File: config.mk
export PLATFORM = sky130hd
export DESIGN_NAME = input_event_sampler
export DESIGN_NICKNAME = d
export VERILOG_FILES = /design/src/rtl/input_event_sampler_pkg.sv /design/src/rtl/input_event_sampler_debounce_cell.sv /design/src/rtl/input_event_sampler.sv
export SDC_FILE = /design/constraint.sdc
export NUM_CORES = 1
export LEC_CHECK = 0
export ABC_AREA = 1
export BUFFER_PORTS_ARGS = -buffer_cell sky130_fd_sc_hd__buf_2
export CORE_AREA = 3 3 242 197
export DETAILED_ROUTE_END_ITERATION = 8
export DIE_AREA = 0 0 245 200
export PLACE_DENSITY = 0.46
export SYNTH_ARGS = -nofsm -noshare
export SYNTH_HDL_FRONTEND = slang
export SYNTH_SLANG_ARGS = --single-unit
export TNS_END_PERCENT = 100
File: constraint.sdc
create_clock -name clk -period 2.5 [get_ports clk]
set_input_delay 0.375 -clock clk [delete_from_list [all_inputs] [get_ports clk]]
set_output_delay 0.375 -clock clk [all_outputs]
set_load 0.02 [all_outputs]
File: src/rtl/input_event_sampler_pkg.sv
// rtl/input_event_sampler_pkg.sv - event kinds and FIFO entry layout shared by the sampler
package input_event_sampler_pkg;

  localparam logic EVT_KIND_SW  = 1'b0;
  localparam logic EVT_KIND_BTN = 1'b1;

  // FIFO entry is {kind, rise, idx}
  localparam int EVT_IDX_W    = 3;
  localparam int EVT_IDX_LSB  = 0;
  localparam int EVT_RISE_BIT = 3;
  localparam int EVT_KIND_BIT = 4;
  localparam int EVT_W        = 5;

  typedef logic [EVT_W-1:0] evt_t;

  function automatic evt_t pack_evt(input logic kind, input logic rise,
                                    input logic [EVT_IDX_W-1:0] idx);
    evt_t e;
    e = '0;
    e[EVT_KIND_BIT] = kind;
    e[EVT_RISE_BIT] = rise;
    e[EVT_IDX_LSB +: EVT_IDX_W] = idx;
    return e;
  endfunction

endpackage

File: src/rtl/input_event_sampler_debounce_cell.sv
// rtl/input_event_sampler_debounce_cell.sv - 2-flop synchroniser, debounce counter and edge pulse for one pad
module debounce_cell #(
  parameter int DB_CYCLES = 20000
) (
  input  logic clk,
  input  logic rst,
  input  logic pad,
  output logic state,
  output logic edge_pulse,
  output logic edge_level
);

  localparam int CW = $clog2(DB_CYCLES);
  localparam logic [CW-1:0] CNT_LAST = CW'(DB_CYCLES - 1);

  logic          sync1;
  logic          sync2;
  logic          stable;
  logic [CW-1:0] cnt;

  // Pulse is combinational so the pending bit is set on the same edge stable flips
  assign edge_pulse = (sync2 != stable) && (cnt == CNT_LAST);
  assign edge_level = sync2;
  assign state      = stable;

  always_ff @(posedge clk or negedge rst) begin
    if (!rst) begin
      sync1  <= 1'b0;
      sync2  <= 1'b0;
      stable <= 1'b0;
      cnt    <= '0;
    end else begin
      sync1 <= pad;
      sync2 <= sync1;
      if (sync2 != stable) begin
        if (cnt == CNT_LAST) begin
          stable <= sync2;
          cnt    <= '0;
        end else begin
          cnt <= cnt + CW'(1);
        end
      end else begin
        cnt <= '0;
      end
    end
  end

endmodule

File: src/rtl/input_event_sampler.sv
// rtl/input_event_sampler.sv - debounced switch/button levels and prioritised edge event FIFO
module input_event_sampler
  import input_event_sampler_pkg::*;
#(
  parameter int NSW        = 8,
  parameter int NBTN       = 5,
  parameter int DB_CYCLES  = 20000,
  parameter int FIFO_DEPTH = 4
) (
  input  logic            clk,
  input  logic            rst,
  input  logic [NSW-1:0]  sw,
  input  logic [NBTN-1:0] btn,
  output logic [NSW-1:0]  sw_state,
  output logic [NBTN-1:0] btn_state,
  output logic            evt_valid,
  input  logic            evt_ready,
  output logic            evt_kind,
  output logic            evt_rise,
  output logic [2:0]      evt_idx,
  output logic            evt_overflow,
  input  logic            ovf_clr
);

  localparam int NIN = NSW + NBTN;
  localparam int AW  = $clog2(FIFO_DEPTH);

  logic [NIN-1:0] pad_all;
  logic [NIN-1:0] state_all;
  logic [NIN-1:0] edge_all;
  logic [NIN-1:0] lvl_all;

  // Index order doubles as arbitration priority: switches first, then buttons
  assign pad_all = {btn, sw};

  for (genvar g = 0; g < NIN; g++) begin : g_db
    debounce_cell #(.DB_CYCLES(DB_CYCLES)) u_db (
      .clk        (clk),
      .rst        (rst),
      .pad        (pad_all[g]),
      .state      (state_all[g]),
      .edge_pulse (edge_all[g]),
      .edge_level (lvl_all[g])
    );
  end

  assign sw_state  = state_all[NSW-1:0];
  assign btn_state = state_all[NIN-1:NSW];

  logic [NIN-1:0] pend;
  logic [NIN-1:0] pdir;
  logic [NIN-1:0] sel_mask;
  logic [NIN-1:0] clr;
  logic [NIN-1:0] accept;
  logic           found;
  logic           push;
  logic           pop;
  logic           full;
  logic           ovf_hit;
  evt_t           push_evt;

  evt_t           mem [FIFO_DEPTH];
  logic [AW-1:0]  wr_ptr;
  logic [AW-1:0]  rd_ptr;
  logic [AW:0]    count;
  evt_t           head;

  always_comb begin
    found    = 1'b0;
    sel_mask = '0;
    push_evt = '0;
    for (int i = 0; i < NIN; i++) begin
      if (pend[i] && !found) begin
        found       = 1'b1;
        sel_mask[i] = 1'b1;
        if (i < NSW) begin
          push_evt = pack_evt(EVT_KIND_SW, pdir[i], EVT_IDX_W'(i));
        end else begin
          push_evt = pack_evt(EVT_KIND_BTN, pdir[i], EVT_IDX_W'(i - NSW));
        end
      end
    end
  end

  assign full    = (count == (AW+1)'(FIFO_DEPTH));
  assign pop     = evt_valid && evt_ready;
  assign push    = found && (!full || pop);
  assign clr     = push ? sel_mask : '0;
  // A new edge is accepted unless an older one for the same input is still waiting
  assign accept  = edge_all & ~(pend & ~clr);
  assign ovf_hit = |(edge_all & pend & ~clr);

  always_ff @(posedge clk or negedge rst) begin
    if (!rst) begin
      pend         <= '0;
      pdir         <= '0;
      evt_overflow <= 1'b0;
    end else begin
      pend <= (pend & ~clr) | accept;
      pdir <= (pdir & ~accept) | (lvl_all & accept);
      if (ovf_hit) begin
        evt_overflow <= 1'b1;
      end else if (ovf_clr) begin
        evt_overflow <= 1'b0;
      end
    end
  end

  always_ff @(posedge clk or negedge rst) begin
    if (!rst) begin
      for (int i = 0; i < FIFO_DEPTH; i++) begin
        mem[i] <= '0;
      end
      wr_ptr <= '0;
      rd_ptr <= '0;
      count  <= '0;
    end else begin
      if (push) begin
        mem[wr_ptr] <= push_evt;
        wr_ptr      <= wr_ptr + AW'(1);
      end
      if (pop) begin
        rd_ptr <= rd_ptr + AW'(1);
      end
      if (push && !pop) begin
        count <= count + (AW+1)'(1);
      end else if (pop && !push) begin
        count <= count - (AW+1)'(1);
      end
    end
  end

  assign head      = mem[rd_ptr];
  assign evt_valid = (count != '0);
  assign evt_kind  = head[EVT_KIND_BIT];
  assign evt_rise  = head[EVT_RISE_BIT];
  assign evt_idx   = head[EVT_IDX_LSB +: EVT_IDX_W];

endmodule

# Word level (Yosys, flattened, before mapping)
# Index checks and enable logic that the tools add are counted.
[op_classes]
add_sub_neg = 17
n_lt_le_gt_ge = 3
eq_ne = 27
muxes = 75
bitwise = 13
reduce_logical = 63
[ops]
columns = ["operator", "count"]
rows = [
  ["$mux W15", 26],
  ["$add A15 B1 Y15 const B", 13],
  ["$eq A15 B15 Y1 const B", 13],
  ["$and A13 B13 Y13", 6],
  ["$mux W5", 14],
  ["$not A13 Y13", 3],
  ["$logic_and A1 B1 Y1", 30],
  ["$mux W1", 27],
  ["$or A13 B13 Y13", 2],
  ["$reduce_and A2 Y1", 13],
  ["$bwmux W20", 1],
  ["$logic_not A1 Y1", 15],
  ["$mux W13", 1],
  ["$ne A1 B1 Y1", 13],
  ["$reduce_or A13 Y1", 1],
  ["$bmux W5 S2", 1],
  ["$demux W5 S2", 1],
  ["$mux W4", 2],
  ["$ge A3 B3 Y1 const B", 2],
  ["$mux W3", 2],
  ["$not A2 Y3", 2],
  ["$add A2 B1 Y2 const B", 2],
  ["$reduce_bool A2 Y1", 2],
  ["$add A3 B1 Y3 const B", 1],
  ["other kinds (5)", 5],
]
[word_totals]
ff_bits = 288
inputBits = 17
out_inout_bits = 20
wordCells = 260

# Logic depth before layout (Yosys ltp)
# Gate-level depths: netlist (run 1).
[logic_depth]
word_depth = 46
ltp_mapped = 14
depth_no_buf = 14

# Hierarchy
# Synthesis (run 1) repeated with hierarchy kept, for this count alone.
[hier_totals]
cells_unflattened = 1885
hier_area_um2 = 15343.5
[by_module_without_submodules]
columns = ["module", "n_inst", "cells_per_inst", "area_per_inst_um2", "seq_area_each_um2"]
rows = [
  ["debounce_cell", 13, 116, 955.9, 450.4],
  ["input_event_sampler", 1, 377, 2916.5, 1351.3],
]

# Worst setup path after synthesis (run 1)
# No wires, ideal clock.
[synth_timing]
path_kind = "reg2reg"
startpoint = "register pend[1]"
endpoint = "register count[1]"
setup_ns = 0.125
t_arrival_ns = 2.202
required_time_ns = 2.375
setup_slack_ns = 0.173
stages_incl_launch_ff = 14
n_path_buf = 0
cell_sequence = "dfrtp_1 nor2_2 nand4_2 nor2_4 nand4_4 nor2_4 nand4_4 nand2_4 inv_4 ha_1 inv_1 fa_1 nor2_1 a21oi_1"
[synth_between]
elab_chain_len = 39
word_cells_on_any_way = 41
cone_classes = "13 x mux; 28 x reduce/logical"
[synth_lines]
columns = ["item", "line", "source"]
rows = [
  ["start, declared", "input_event_sampler.sv:50", "logic [NIN-1:0] pend;"],
  ["start signal, assigned", "input_event_sampler.sv:99", "pend <= (pend & ~clr) | accept;"],
  ["$logic_and A1 B1 Y1 *", "input_event_sampler.sv:73", "if (pend[i] && !found) begin"],
  ["$mux W1 *", "input_event_sampler.sv:73", ""],
  ["$logic_not A1 Y1", "input_event_sampler.sv:73", ""],
  ["$logic_and A1 B1 Y1", "input_event_sampler.sv:73", ""],
  ["$mux W1 *", "input_event_sampler.sv:73", ""],
  ["$logic_not A1 Y1", "input_event_sampler.sv:73", ""],
  ["$logic_and A1 B1 Y1", "input_event_sampler.sv:73", ""],
  ["$mux W1 *", "input_event_sampler.sv:73", ""],
  ["(+23 left out)", "--", ""],
  ["$mux W1 *", "input_event_sampler.sv:73", ""],
  ["$logic_not A1 Y1", "input_event_sampler.sv:73", ""],
  ["$logic_and A1 B1 Y1", "input_event_sampler.sv:73", ""],
  ["$mux W1 *", "input_event_sampler.sv:73", ""],
  ["$logic_and A1 B1 Y1 *", "input_event_sampler.sv:87", "assign push = found && (!full || pop);"],
  ["$logic_not A1 Y1", "input_event_sampler.sv:127", "end else if (pop && !push) begin"],
  ["$logic_and A1 B1 Y1", "input_event_sampler.sv:127", ""],
  ["$reduce_bool A2 Y1 (no source line)", "--", ""],
  ["end signal, assigned", "input_event_sampler.sv:126", "count <= count + (AW+1)'(1);"],
  ["end signal, assigned", "input_event_sampler.sv:128", "count <= count - (AW+1)'(1);"],
  ["end, declared", "input_event_sampler.sv:65", "logic [AW:0] count;"],
]
# Mark *: on every way between the ends. The rest lies on a longest branch, timed or not.
# A chain may end at the register's enable or synchronous reset.

# Worst setup path after layout (run 1)
[layout_timing]
startpoint = "register pend[0]"
endpoint = "register count[1]"
[layout_between]
elab_chain_len = 41
word_cells_on_any_way = 43
cone_classes = "14 x mux; 29 x reduce/logical"
[layout_lines]
columns = ["item", "line"]
rows = [
  ["$mux W1 *", "input_event_sampler.sv:73"],
  ["$logic_not A1 Y1", "input_event_sampler.sv:73"],
  ["$logic_and A1 B1 Y1", "input_event_sampler.sv:73"],
  ["$mux W1 *", "input_event_sampler.sv:73"],
  ["$logic_not A1 Y1", "input_event_sampler.sv:73"],
  ["$logic_and A1 B1 Y1", "input_event_sampler.sv:73"],
  ["$mux W1 *", "input_event_sampler.sv:73"],
  ["$logic_not A1 Y1", "input_event_sampler.sv:73"],
  ["(+25 left out)", "--"],
  ["$mux W1 *", "input_event_sampler.sv:73"],
  ["$logic_not A1 Y1", "input_event_sampler.sv:73"],
  ["$logic_and A1 B1 Y1", "input_event_sampler.sv:73"],
  ["$mux W1 *", "input_event_sampler.sv:73"],
  ["$logic_and A1 B1 Y1 *", "input_event_sampler.sv:87"],
  ["$logic_not A1 Y1", "input_event_sampler.sv:127"],
  ["$logic_and A1 B1 Y1", "input_event_sampler.sv:127"],
  ["$reduce_bool A2 Y1 (no source line)", "--"],
]
# Marked as above.

==> metrics.md, run 1 <==
| Metric | Value |
|---|---|
| Area fraction of the dominant cell type after synthesis | 0.532 |
| Synth top area cells | dfrtp_1 53%, inv_1 6.6%, nor2_1 6.0% |
| Die area | 0.0490 mm2 |
| I/O pins | 37 |
| Fin nets | 1676 |
| CP max stage delay | 420 ps |
| Fmax | 420 MHz |
| Clock latency on the worst-skew pair | 510 ps |
| Least-Margin Pin Slew | 484 ps |
| Pleak | 0.00704 uW |
| Vias post-DR | 10300 |
| Total gr overflow | 0 |
| Dominant cell by count in the synthesized netlist | dfrtp_1 |
| Drt total wl | 28900 um |
| Critical path class | flip-flop to flip-flop |
| Register-to-register setup slack | 120 ps |
| Number of flops mapped to enable cells by yosys | 0 |
| Final Hold Vio Count | 0 |
| Reg clk slew, reported paths | 50 ps |
| Async set-reset flop share out of synthesis | 1.00 |
| Synth cell types | 39 |
| Ratio of cells with drive above 1 in the final layout | 0.0778 |
| DP HPWL | 20600 um |
| Fin util | 0.347 |
| Die height | 200 um |
| Avg Cell Area, Syn | 8.70 um2 |
| Clk root buf | clkbuf_16 |
| Area growth syn-to-layout | 16.4% |
| Gr usage total | 0.122 |
| Clk buf depth | 3 |
| DRC viols | 0 |
| Status | completed |
| Vias in the first global route | 10100 |
| DRT iter0 DRCs | 562 |
| Clock skew | 6.35 ps |
| Seq/Total Area, Yosys | 0.532 |
| First-pass GRT wire length | 49900 um |
| Max H-tree Level | 2 |
| Register area | 0.00721 mm2 |
| RSZ-0062 raised after global routing | false |
| Antenna violations before repair | 0 |
| Via/cell ratio | 4.52 |
| Slew headroom | 0.674 |
| Setup TNS | 0 ps |
| Wirelength per Cell | 12.7 um |
| Syn Nets | 1592 |
| Largest area contributor in the netlist | dfrtp_1 |
| DRT Pass-1 Iters | 7 |
| Critical path peak fanout | 7 |
| Post-Syn Area | 0.0135 mm2 |
| Peak supply drop | 0.494 mV |
| Core Rows | 70 |
| Number of synthesized register bits | 288 |
| Crit path launch type | flip-flop |
| Initial Utilization | 0.298 |
| Fillers | 4615 |
| Cells after Synth | 1556 |
| Slew Viols, Final | 0 |
| Die W | 245 um |
| Power per Cell Area | 805 mW/mm2 |
| Worst min-delay path class | input pin to flip-flop |
| Max Cap Viol | 0 |
| Core box area | 0.0455 mm2 |
| CTS tree | yes |
| # clock sinks | 288 |
| Yosys warns | 0 |
| Crit share post-route | 0.953 |
| CP arrival | 2770 ps |
| Antenna viol nets, final | 0 |
| Synth cell count leaders | 288 x dfrtp_1, 238 x inv_1, 217 x nor2_1 |
| Main synth FF type | dfrtp_1 |
| Crit-path cells | nor2_4, nand4_4, nor2_4, nand4_4, nor2_4, nand4_4, nand2_4, inv_4, ha_1, inv_2, fa_1, nor2_1, a21oi_1 |
| CP required | 2890 ps |
| Crit end category | flip-flop |
| GP Congestion | 0.770 |
| Critical-path top delay cell | dfrtp_1 |
| Final min period | 2380 ps |
| Largest net degree at the start of global routing | 64 |
| Port-buffer cells | 36 |
| Antenna cells | 0 |
| Multi-input gate area | 0.00533 mm2 |
| Final setup viols | 0 |
| Tot Pwr | 12700 uW |
| Num CTS Buffers | 34 |
[final timing paths]
kind,startpoint,to,cells after the start
setup / recovery,pend[0],count[1],13
hold / removal,evt_ready,rd_ptr[0],3
setup reg to reg,pend[0],count[1],13
hold reg to reg,g_db[11].u_db.sync1,g_db[11].u_db.edge_level,0
max in group asynchronous,rst,g_db[3].u_db.cnt[10],3
min in group asynchronous,rst,g_db[8].u_db.cnt[8],2
[cells in the final DEF (no fill, tap or decap), types with 11 or more instances in the layout]
| cell type | n |
|---|---|
| clkbuf_1 | 11 |
| a21oi_1 | 105 |
| nand3_1 | 100 |
| dlygate4sd3_1 | 14 |
| clkbuf_16 | 37 |
| nand2_1 | 190 |
| nor3_1 | 71 |
| xor2_1 | 52 |
| buf_2 | 35 |
| nor4_1 | 28 |
| ha_1 | 18 |
| nor2_1 | 217 |
| o21ai_0 | 98 |
| inv_1 | 235 |
| and3_1 | 13 |
| xnor2_1 | 15 |
| o21a_1 | 11 |
| nand4_1 | 33 |
| dfrtp_1 | 288 |
[layout make-up]
type                    instances  share of cell area
clock buffers                  51              0.0640
clock inverters                 4             0.00286
inverters                     242              0.0578
multi-input cells            1010               0.338
flip-flops and latches        288               0.457
well taps                     612              0.0486
repair buffers                 64              0.0316
[worst max-delay path, delay by kind of cell, from the launching register on]
family / cells / cell delay, ps
and+or+nand+nor: 8 / 1050
DFF: 1 / 420
AOI/OAI and AO/OA: 1 / 50
adders and majority gates: 2 / 600
buffers and inverters: 2 / 150
[where the power goes]
part           internal (uW)  switching [uW]  total [uW]
combinational            981            1730        2710
sequential              4990             255        5240
clock                   2870            1880        4750
total                   8840            3860       12700
[flip-flops by register name, indices dropped and copies added, names as in the netlist, named ones only]
name                  count
g_db.u_db.cnt           195
wr_ptr                    2
mem                      20
evt_overflow              1
count                     3
g_db.u_db.state          13
pend                     13
g_db.u_db.sync1          13
g_db.u_db.edge_level     13
rd_ptr                    2
[logic make-up (layout without fill, tap and decap cells)]
| kind of cell | count (synthesis) | after routing | share of synthesized area |
|---|---|---|---|
| AND/OR/NAND/NOR | 683 | 683 | 0.233 |
| flip-flops | 288 | 288 | 0.532 |
| buffers and inverters | 258 | 361 | 0.0754 |
| AO/OA/AOI/OAI | 236 | 236 | 0.0938 |
| XOR/XNOR | 67 | 67 | 0.0433 |
| adder cells (fa/ha/maj) | 19 | 19 | 0.0181 |
| multiplexers | 5 | 5 | 0.00416 |
[per-stage QoR]
step                std cells  instance area, um2  hold WS, ps  setup WS, ps
global placement         2198               14500          332          90.7
finish                   2271               15800          164           117
global route             2271               15800          185         0.853
floorplan                1556               13500         79.4           173
detailed placement       2198               14500          335          65.2
CTS                      2267               15700          137          51.5
[per-layer routing]
metal / up-vias / wire (um) / GRT usage
met5: - / 0 / 0
met4: 0 / 541 / 0.0334
met2: 120 / 11900 / 0.185
li1: 5287 / - / -
met1: 4799 / 15300 / 0.180
met3: 48 / 1110 / 0.0231
[what timing repair did]
action / 4_1_cts / 5_1_grt
endpoints found under the setup margin: 0 / 2
resized for setup: 0 / 5
endpoints found under the hold margin: 61 / 0
hold buffers: 14 / 0
buffers inserted: 0 / 4
(Power assumes the default switching activity.)
==> run 2: changes to the inputs <==
- CTS_BUF_LIST: not set -> sky130_fd_sc_hd__clkbuf_2
- SETUP_SLACK_MARGIN: not set -> 0.15
==> metrics.md, run 2 (synthesis results as in run 1) <==
| Metric | Value |
|---|---|
| Final Hold Vio Count | 0 (unchanged) |
| Initial Utilization | 0.298 (unchanged) |
| Crit end category | primary output |
| DRT Pass-1 Iters | 5 (-2) |
| Num CTS Buffers | 77 (+130%) |
| Biggest regs | g_db.u_db.cnt: 195 flops, mem: 20 flops |
| Largest net degree at the start of global routing | 64 (unchanged) |
| Wirelength per Cell | 12.6 um (-0.98%) |
| I/O pins | 37 (unchanged) |
| DP HPWL | 20600 um (unchanged) |
| Peak supply drop | 0.505 mV (+2.3%) |
| CP arrival | 1940 ps (-830 ps) |
| Slew Viols, Final | 0 (unchanged) |
| Clock skew | 68.9 ps (+62.5 ps) |
| Max Cap Viol | 0 (unchanged) |
| Final setup viols | 0 (unchanged) |
| Crit path launch type | flip-flop |
| Vias in the first global route | 10500 (+4.7%) |
| Power per Cell Area | 749 mW/mm2 (-7.0%) |
| Max FFs per register | 195 (unchanged) |
| DRC viols | 0 (unchanged) |
| Die W | 245 um (unchanged) |
| Clk root buf | clkbuf_2 |
| Clk buf depth | 3 (unchanged) |
| Fmax | 432 MHz (+3.1%) |
| Reg clk slew, reported paths | 90 ps (+40 ps) |
| Most frequent cells in the layout | 286 x dfrtp_1, 233 x inv_1, 210 x nor2_1 |
| Die height | 200 um (unchanged) |
| Antenna viol nets, final | 0 (unchanged) |
| Least-Margin Pin Slew | 484 ps (-0.169 ps) |
| Worst min-delay path class | flip-flop to flip-flop |
| First-pass GRT wire length | 51200 um (+2.5%) |
| Core box area | 0.0455 mm2 (unchanged) |
| Pleak | 0.00723 uW (+2.7%) |
| Ratio of cells with drive above 1 in the final layout | 0.144 (+0.0659) |
| Crit share post-route | 0.925 (-0.0282) |
| DRT iter0 DRCs | 507 (-9.8%) |
| Setup TNS | 0 ps (unchanged) |
| Post-route insts no fill | 2381 (+4.8%) |
| Status | completed |
| GP Congestion | 0.770 (unchanged) |
| Critical path peak fanout | 5 (-2) |
| Antenna violations before repair | 1 (+1) |
| Area growth syn-to-layout | 17.1% |
| Via/cell ratio | 4.47 (-0.93%) |
| # clock sinks | 288 (unchanged) |
| CP required | 2120 ps (-770 ps) |
| Largest reg by FF count | g_db.u_db.cnt |
| Most common cell after layout, fill and taps aside | dfrtp_1 |
| Fin nets | 1755 (+4.7%) |
| Max H-tree Level | 3 (+1) |
| Placed cell count | 2198 (unchanged) |
| Tot Pwr | 11900 uW (-6.5%) |
| Final min period | 2310 ps (-70.6 ps) |
| Core Rows | 70 (unchanged) |
| Clock latency on the worst-skew pair | 910 ps (+400 ps) |
| Critical path class | flip-flop to primary output |
| Die area | 0.0490 mm2 (unchanged) |
| Slew headroom | 0.674 (about the same) |
| Drt total wl | 30000 um (+3.8%) |
| Gr usage total | 0.127 (+0.00467) |
| Total gr overflow | 0 (unchanged) |
| Vias post-DR | 10700 (+3.9%) |
| RSZ-0062 raised after global routing | true |
| Port-buffer cells | 36 (unchanged) |
| CTS tree | yes |
[run 2: cell count changes in the layout (fill, tap and decap cells not counted), moves of 4 or more]
| cell | before | now |
|---|---|---|
| clkbuf_16 | 37 | 0 |
| nor2_1 | 217 | 210 |
| o21ai_0 | 98 | 91 |
| buf_6 | 0 | 7 |
| clkbuf_2 | 0 | 117 |
| clkbuf_1 | 11 | 0 |
| o22ai_1 | 6 | 2 |
| buf_2 | 35 | 29 |
| nor2_2 | 3 | 10 |
| clkinv_1 | 0 | 7 |
| buf_4 | 9 | 27 |
| dlygate4sd3_1 | 14 | 30 |
[run 2: worst max-delay path: stages, from the launching register on]
cell     delay (ps)
dfrtp_2         480
buf_6           150
buf_6           110
nor2_4           90
o22ai_4          80
buf_6           140
[run 2: per-stage QoR]
step                      hold WS [ps]  instance area, um2  setup WS, ps   util
after floorplan                   79.4               13500           173      -
after global placement             332               14500          90.7  0.320
after detailed placement           335               14500          65.2  0.320
after CTS                          175               15700          50.7  0.345
after global routing               255               15900         -4.68  0.349
final                              313               15900           188  0.349
[run 2: cell type report]
class / count / area (um2)
well taps: 612 / 766
fillers: 4676 / 29600
clock buffers: 117 / 586
clock inverters: 11 / 45.0
repair buffers: 100 / 870
flip-flops and latches: 288 / 7210
inverters: 242 / 923
diodes: 1 / 2.50
multi-input cells: 1010 / 5460
[run 2: power by group]
part / total [uW] / internal [uW] / switching (uW)
Clock: 3180 / 1220 / 1960
Combinational: 3450 / 1460 / 1990
Sequential: 5240 / 4980 / 267
Total: 11900 / 7660 / 4210
[run 2: worst paths after layout]
check	end	startpoint	slack, ps	cells after the start
worst min-delay path	g_db[3].u_db.edge_level	g_db[3].u_db.sync1	310	0
min in group asynchronous	g_db[2].u_db.cnt[9]	rst	630	4
worst min register to register	g_db[3].u_db.edge_level	g_db[3].u_db.sync1	310	0
worst max-delay path	evt_idx[2]	rd_ptr[0]	190	5
max in group asynchronous	g_db[1].u_db.sync1	rst	1450	4
worst max register to register	count[1]	pend[0]	280	13
[run 2: what timing repair did]
| action | 4_1_cts | 5_1_grt |
|---|---|---|
| pin swaps | 8 | 12 |
| resized for setup | 34 | 29 |
| setup endpoints to repair | 8 | 18 |
| hold buffers | 31 | 0 |
| buffers inserted | 16 | 7 |
| endpoints found under the hold margin | 306 | 0 |
[run 2: metal layers]
layer / track usage / part of all wire / wire [um]
met1: 0.180 / 0.52 / 15600
met2: 0.188 / 0.42 / 12500
met3: 0.0319 / 0.039 / 1180
met4: 0.0470 / 0.024 / 711
met5: 0 / 0 / 0
==> run 3: changes to the inputs <==
- CORE_AREA: 3 3 242 197 -> 2 2 256 208
- DIE_AREA: 0 0 245 200 -> 0 0 258 210
- SYNTH_HIERARCHICAL: not set -> 1
==> metrics.md, run 3 <==
| Metric | Value |
|---|---|
| Drt total wl | 33600 um (+12%) |
| First-pass GRT wire length | 58400 um (+14%) |
| Worst Min Path Start | evt_ready |
| Sw Share | 0.358 (+0.00272) |
| GP Congestion | 0.800 (+3.9%) |
| Final min period | 2440 ps (+128 ps) |
| Avg Cell Area, Syn | 8.14 um2 (-6.5%) |
| Die W | 258 um (+5.3%) |
| I/O pins | 37 (unchanged) |
| Seq/Total Area, Yosys | 0.470 (-0.0625) |
| Dominant cell by count in the synthesized netlist | nand2_1 |
| Worst min-delay path class | input pin to flip-flop |
| Clk buf depth | 3 (unchanged) |
| Post-Syn Area | 0.0153 mm2 (+13%) |
| Crit-path cells | buf_6, o21ai_2, o22ai_1, buf_4 |
| Slew Viols, Final | 0 (unchanged) |
| Syn Nets | 1921 (+21%) |
| Post-DP Area | 0.0166 mm2 (+14%) |
| Num CTS Buffers | 82 (+6.5%) |
| CP arrival | 2070 ps (+130 ps) |
| Main synth FF type | dfrtp_1 |
| CP max stage delay | 460 ps (-20 ps) |
| Core box area | 0.0517 mm2 (+14%) |
| Internal | 7530 uW (-1.6%) |
| Crit path launch type | flip-flop |
| Gr usage total | 0.131 (+0.00402) |
| RSZ-0062 raised after global routing | true |
| Kind of cell adding the most delay to the critical path | flip-flops |
| Critical path class | flip-flop to primary output |
| CP required | 2120 ps (about the same) |
| Antenna violations before repair | 2 (+1) |
| Core Rows | 75 (+7.1%) |
| Reg power frac | 0.444 (+0.002) |
| Number of synthesized register bits | 288 (unchanged) |
| Power per Cell Area | 659 mW/mm2 (-12%) |
| Largest area contributor in the netlist | dfrtp_1 |
| Clock latency on the worst-skew pair | 990 ps (+80 ps) |
| DRC viols | 0 (unchanged) |
| Clock skew | 43.7 ps (-25.2 ps) |
| Port-buffer cells | 36 (unchanged) |
| Synth cell count leaders | 406 x nand2_1, 373 x nor2_1, 288 x dfrtp_1 |
| Area fraction of the dominant cell type after synthesis | 0.470 (-0.0625) |
| Most common cell after layout, fill and taps aside | nand2_1 |
| Fin util | 0.344 (-0.00454) |
| Fin worst setup slack | 59.2 ps (-128 ps) |
| Buffers & Inverters on Critical Path | 2 (-1) |
| Initial Utilization | 0.297 (-0.00116) |
| DRT Pass-1 Iters | 6 (+1) |
| P_sw | 4190 uW (-0.48%) |
| Yosys warns | 6 (+6) |
| Critical-path top delay cell | dfrtp_2 |
| Fin area | 0.0178 mm2 (+12%) |
| Clk root buf | clkbuf_2 |
| Crit end category | primary output |
| Fmax | 410 MHz (-5.3%) |
| Peak supply drop | 0.287 mV (-43%) |
| Ratio of cells with drive above 1 in the final layout | 0.196 (+0.0527) |
| Crit share post-route | 0.976 (+0.0514) |
| Final Hold Vio Count | 0 (unchanged) |
| Biggest regs | g_db.u_db/cnt: 195 flops, mem: 20 flops |
| Cells after Synth | 1885 (+21%) |
| Total gr overflow | 0 (unchanged) |
| Via/cell ratio | 4.27 (-4.5%) |
| DP HPWL | 23600 um (+14%) |
| Vias post-DR | 12000 (+13%) |
| Fin nets | 2102 (+20%) |
| Number of flops mapped to enable cells by yosys | 0 (unchanged) |
| Largest net degree at the start of global routing | 64 (unchanged) |
| Final setup viols | 0 (unchanged) |
| Antenna viol nets, final | 0 (unchanged) |
| Largest reg by FF count | g_db.u_db/cnt |
| Die height | 210 um (+5.0%) |
| Reg clk slew, reported paths | 90 ps (about the same) |
| Die area | 0.0542 mm2 (+11%) |
| Wirelength per Cell | 11.9 um (-5.1%) |
| Max H-tree Level | 3 (unchanged) |
| Synth cell types | 35 (-10%) |
| Logic gate share of total power | 0.260 (-0.031) |
| Crit path from | rd_ptr[0] |
| Vias in the first global route | 12000 (+14%) |
| Max FFs per register | 195 (unchanged) |
| Critical path peak fanout | 6 (+1) |
| Clock network power share | 0.296 (+0.028) |
| Synth top area cells | dfrtp_1 47%, nand2_1 9.9%, nor2_1 9.1% |
| Pleak | 0.00787 uW (+9.0%) |
| Status | completed |
| CTS tree | yes |
| R2R Path Start | pend[0] |
| Max Cap Viol | 0 (unchanged) |
| DRT iter0 DRCs | 566 (+12%) |
| Slew headroom | 0.639 (-0.0353) |
| # clock sinks | 288 (unchanged) |
| Least-Margin Pin Slew | 539 ps (+54.8 ps) |
| Tot Pwr | 11700 uW (-1.2%) |
| Area growth syn-to-layout | 16.0% |
| Async set-reset flop share out of synthesis | 1.00 (unchanged) |
| Setup TNS | 0 ps (unchanged) |
| Most frequent cells in the layout | 406 x nand2_1, 373 x nor2_1, 286 x dfrtp_1 |
| Worst slack, placed | 17.3 ps (-47.9 ps) |
## run 3: cell types whose count changed after synthesis, moves of 39 or more
cell / delta
nand2_1: +216
nor3_1: -55
nand2_2: +39
nor2_1: +156
nor2_4: +52
a21oi_1: -68
o21ai_0: -74
## run 3: worst reg2reg max path: stages (launching register included)
cell	delay (ps)
dfrtp_1	410
nor2_2	150
nand4_2	100
nor2_2	120
nand4_2	130
nor2_4	150
nand4_4	110
nand2_4	110
inv_8	40
ha_4	150
inv_4	50
fa_1	410
nor2_1	110
a21oi_1	50
## run 3: cell type report
cell class | instances | area [um2]
fillers | 5466 | 33900
flip-flops and latches | 288 | 7210
multi-input cells | 1335 | 7150
inverters | 259 | 1020
well taps | 693 | 867
repair buffers | 99 | 835
clock buffers | 123 | 616
clock inverters | 19 | 101
repair inverters | 1 | 7.51
diodes | 2 | 5.00
## run 3: logic make-up after synthesis
family	synth area share
and+or+nand+nor	0.354
DFF	0.470
buffers and inverters	0.0666
AOI/OAI and AO/OA	0.0408
xor gates and xnor gates	0.0532
adders and majority gates	0.0160
## run 3: worst paths after layout
check	to	slack, ps	depth (start not counted)
hold reg to reg	g_db[6].u_db/edge_level	340	0
max in group asynchronous	g_db[5].u_db/cnt[9]	1600	4
hold / removal	rd_ptr[0]	230	4
setup reg to reg	count[1]	310	13
setup / recovery	evt_rise	60	4
min in group asynchronous	g_db[9].u_db/edge_level	560	4
## run 3: what timing repair did
action                                  4_1_cts  5_1_grt
cloned                                        2        0
gates resized for setup                      26        4
hold buffers                                 31        0
pin swaps                                     8        7
endpoints found under the setup margin        8        8
buffers inserted                             12        1
endpoints found under the hold margin       309        0
## run 3: layer usage
| layer | wire length (um) | GRT usage | vias up |
|---|---|---|---|
| met5 | 0 | 0 | - |
| met2 | 14400 | 0.196 | 191 |
| li1 | - | - | 6259 |
| met3 | 1550 | 0.0358 | 74 |
| met4 | 804 | 0.0470 | 0 |
| met1 | 16900 | 0.181 | 5525 |
## run 3: metrics by stage
step | hold WS, ps | instances
3_5_place_dp | 336 | 2629
6_report | 227 | 2819
4_1_cts | 33.7 | 2816
3_3_place_gp | 333 | 2629
2_1_floorplan | 79.4 | 1885
5_1_grt | 111 | 2819
## run 3: power by group through the flow
stage | sequential [uW] | clock (uW) | combinational [uW]
2_1_floorplan | 5220 | 0 | 1870
3_5_place_dp | 5300 | 0 | 2570
6_report | 5210 | 3470 | 3040
5_1_grt | 5250 | 3990 | 3390
4_1_cts | 5210 | 3750 | 2990
3_3_place_gp | 5290 | 0 | 2560
